==> src/rtl/serial_fadd_ctrl.sv <==
// serial_fadd_ctrl: bit-serial adder, one full-adder slice reused LSB-first over NBITS cycles
module serial_fadd_ctrl #(
  parameter int NBITS = 8
) (
  input  logic             clk,
  input  logic             reset_n,
  input  logic             in_val,
  output logic             in_rdy,
  input  logic [NBITS-1:0] in_a,
  input  logic [NBITS-1:0] in_b,
  input  logic             in_cin,
  output logic             out_val,
  input  logic             out_rdy,
  output logic [NBITS-1:0] out_sum,
  output logic             out_cout
);
  localparam int CW = $clog2(NBITS) + 1;
  typedef enum logic [1:0] {IDLE, CALC, DONE} state_t;
  state_t           r_state;
  logic [CW-1:0]    r_count;
  logic [NBITS-1:0] r_a;
  logic [NBITS-1:0] r_b;
  logic [NBITS-1:0] r_sum;
  logic             r_carry;
  logic             w_s;
  logic             w_c;
  assign w_s      = r_a[0] ^ r_b[0] ^ r_carry;
  assign w_c      = (r_a[0] & r_b[0]) | (r_a[0] & r_carry) | (r_b[0] & r_carry);
  assign in_rdy   = r_state == IDLE;
  assign out_val  = r_state == DONE;
  assign out_sum  = r_sum;
  assign out_cout = r_carry;
  // FSM and datapath: load in IDLE, shift one slice per CALC cycle, hold result in DONE
  always_ff @(posedge clk or negedge reset_n) begin
    if (!reset_n) begin
      r_state <= IDLE;
      r_count <= '0;
      r_a     <= '0;
      r_b     <= '0;
      r_sum   <= '0;
      r_carry <= 1'b0;
    end else begin
      case (r_state)
        IDLE: if (in_val) begin
          r_a     <= in_a;
          r_b     <= in_b;
          r_carry <= in_cin;
          r_sum   <= '0;
          r_count <= '0;
          r_state <= CALC;
        end
        CALC: begin
          r_sum   <= (r_sum >> 1) | (NBITS'(w_s) << (NBITS - 1));
          r_a     <= r_a >> 1;
          r_b     <= r_b >> 1;
          r_carry <= w_c;
          r_count <= r_count + 1'b1;
          if (r_count == CW'(NBITS - 1)) r_state <= DONE;
        end
        DONE: if (out_rdy) r_state <= IDLE;
        default: r_state <= IDLE;
      endcase
    end
  end
endmodule

==> config.mk <==
export PLATFORM = sky130hd
export DESIGN_NAME = serial_fadd_ctrl
export DESIGN_NICKNAME = d
export VERILOG_FILES = /design/src/rtl/serial_fadd_ctrl.sv
export SDC_FILE = /design/constraint.sdc
export NUM_CORES = 1
export LEC_CHECK = 0
export ABC_AREA = 1
export CORE_UTILIZATION = 25
export DETAILED_ROUTE_END_ITERATION = 8
export PLACE_DENSITY = 0.43
export SYNTH_ARGS = -nofsm -noshare
export SYNTH_HDL_FRONTEND = slang
export SYNTH_SLANG_ARGS = --single-unit
==> constraint.sdc <==
create_clock -name clk -period 1.3 [get_ports clk]
set_input_delay 0.26 -clock clk [delete_from_list [all_inputs] [get_ports clk]]
set_output_delay 0.26 -clock clk [all_outputs]
set_load 0.1 [all_outputs]
==> impl_metrics.json <==
{
  "route.detailed.drc": 0,
  "post_synthesis_net_count": 193,
  "layout.filler_cells": 596,
  "final-hold-violation-count": 0,
  "ys_seq_area_share_pct": 52.7,
  "die_x_um": 78.8,
  "failed_checks": "negative setup slack",
  "synth_adder_area_share_pct": 2.21,
  "post_synth_xor_xnor_area_pct": 0.595,
  "r2r.worst_path.cells": 5,
  "fin_tns_setup_ps": -175,
  "worst_path_required_time_ps": 1040,
  "p_leak_nw": 1.01,
  "numClockSinks": 31,
  "coreArea_um2": 5610,
  "hold_class": "primary input to asynchronous set/reset pin",
  "mappedNetlistArea_um2": 1470,
  "drv.max_cap_violation_count": 0,
  "yosys_warnings": 0,
  "final_cell_mix": "nand3_1 (63), nand2_1 (40), dfrtp_1 (29)",
  "cts.htree.levels": 2,
  "criticalPathCategory": "register to primary output",
  "startpoint_type": "register",
  "r2r_setup_slack_ps": 110,
  "p_per_area_nw_per_um2": 2560,
  "initial_core_util_pct": 26.3,
  "setup_ws_ps": -87.8,
  "grt_start_max_net_pins": 32,
  "dpl-instance-area_um2": 2040,
  "hpwlAfterDp_um": 2490,
  "drt-pass1-iter-count": 4,
  "avgViaCountPerCell": 4.57,
  "synth_compound_gate_area_share_pct": 1.36,
  "postCtsHoldBufs": 0,
  "rows": 27,
  "final_core_util_pct": 38.8,
  "track_usage_pct": 13.0,
  "multi_input_area_um2": 589,
  "synth_top_family_by_area": "simple AND/OR/NAND/NOR gates",
  "drive_gt1_share_pct": 20.6,
  "worst_skew_pair_latency_ps": 280,
  "reg2reg_to": "r_count[2]",
  "yosys.cell_types.count": 21,
  "drt-initial-drc-count": 73,
  "area.growth.synth_to_final_pct": 47.6,
  "cp-startpoint": "r_state[1]",
  "die_h_um": 78.8,
  "placedCellCount": 275,
  "power.total_mw": 5.57,
  "summed_area_of_non_filler_cells_in_the_final_layout_um2": 2170,
  "die-area_um2": 6200,
  "routedWlPerCell_um": 12.5,
  "timing.final.setup_violations": 2,
  "num_vias": 1308,
  "grt_pass1_vias": 1265,
  "fin_nets": 236,
  "gp_congestion": 0.766,
  "grt_remaining_overflow": 0,
  "global_route_wire_length_before_repair_um": 6180,
  "antenna_found_initial": 0,
  "ir_drop_v": 0.00121,
  "finalWirelength_um": 3590,
  "worst_slew_margin_rel_pct": 86.9,
  "mostFrequentLayoutCell": "nand3_1",
  "synth_area_per_cell_um2": 8.66,
  "number_of_standard_cells_in_the_layout_taps_in_and_fillers_out": 286,
  "finalCritPeriodShare_pct": 107,
  "outcome": "finished with violations",
  "antenna_diode_count": 0,
  "max_freq_mhz": 721,
  "cts_buffers": 5,
  "clock_tree_root_buffer_cell": "clkbuf_8",
  "synthSimpleGateAreaFrac_pct": 35.2,
  "final.setup_skew_ps": 4.23,
  "cp_max_fo": 3,
  "timing_max_transition_violations_final": 0,
  "worst-slew-pin-transition_ps": 197,
  "period_needed_ps": 1390,
  "cts_tree": "built",
  "synth_mux_area_share_pct": 0,
  "cts.reportedPaths.clkPinSlew_ps": 60,
  "critical_path.endpoint_type": "primary output",
  "post_synth_inst_count": 170,
  "ys_ff_latch": 31,
  "grt_setup_unrepaired": "yes",
  "number_of_input_and_output_port_buffers_inserted": 31,
  "critical_path.reg2reg.startpoint": "r_state[0]",
  "storage_element_area_um2": 781,
  "top_level_ports": 32,
  "antenna_left": 0,
  "clockBufferDepth": 2,
  "cp.arrival_ps": 1130
}
==> synth_stat cells <==
cell | instances | area (um2)
buf_6 | 2 | 22.5
inv_4 | 1 | 6.26
nor2_1 | 3 | 11.3
xnor2_1 | 1 | 8.76
inv_2 | 1 | 3.75
nor2_4 | 1 | 11.3
nand4_1 | 1 | 6.26
nand2_2 | 1 | 6.26
nand2_1 | 40 | 150
nand2_4 | 1 | 11.3
o21ai_1 | 2 | 10.0
buf_2 | 4 | 20.0
clkbuf_2 | 1 | 5.00
nand3_1 | 63 | 315
fa_1 | 1 | 20.0
or2_1 | 1 | 6.26
ha_1 | 1 | 12.5
o21ai_0 | 2 | 10.0
buf_4 | 4 | 30.0
dfrtp_1 | 31 | 776
inv_1 | 8 | 30.0
==> kinds of logic after synthesis <==
group | Yosys count
XOR/XNOR | 1
buffers and inverters | 21
AO/OA/AOI/OAI | 4
flip-flops | 31
adder cells (fa/ha/maj) | 2
AND/OR/NAND/NOR | 111
==> worst max-delay path: stages (launching register included) <==
cell	delay (ps)
dfrtp_1	420
inv_2	110
nor2_4	140
buf_12	180
==> report_power, final <==
group          leakage [nW]  total, mW  internal [mW]  switching, mW
registers             0.400       1.70           1.36          0.345
clock network        0.0515      0.831          0.483          0.348
logic                 0.559       3.03           1.17           1.87
==> how the worst max path moves through the flow <==
stage / end / slack [ps] / cells past startpoint
final: out_val / -90 / 3
after global routing: out_val / -140 / 3
after CTS: out_val / -110 / 3
after detailed placement: r_count[2] / -80 / 5
after global placement: r_count[2] / -30 / 5
after floorplan: out_sum[7] / -50 / 3
==> cell type report <==
cell class,instances,share of cell area [%]
inverters,10,1.84
multi-input cells,118,27.1
well taps,72,4.15
repair buffers,47,26.4
flip-flops and latches,31,35.9
clock buffers,8,4.61
==> per-layer routing <==
layer | global-route usage, % | wire [um]
met1 | 17.3 | 1680
met4 | 4.44 | 49
met2 | 19.9 | 1640
met3 | 3.91 | 221
met5 | 0 | 0
==> stage by stage <==
stage | hold slack (ps) | setup slack [ps]
3_5_place_dp | 482 | -83.4
4_1_cts | 338 | -108
3_3_place_gp | 478 | -29.0
2_1_floorplan | -35.6 | -46.1
5_1_grt | 358 | -138
6_report | 345 | -87.8
==> registers in the layout, summed over array words and instances, names as in the netlist <==
name	cells
r_state	2
out_sum	8
r_b	8
out_cout	1
r_count	4
r_a	8
==> repair_timing <==
item | CTS | global route
endpoints found under the setup margin | 2 | 4
resized for setup | 2 | 1
hold endpoints to repair | 0 | 0
pin swaps | 2 | 1
buffers inserted | 3 | 0
No activity file was read; power rests on OpenSTA's default activity.
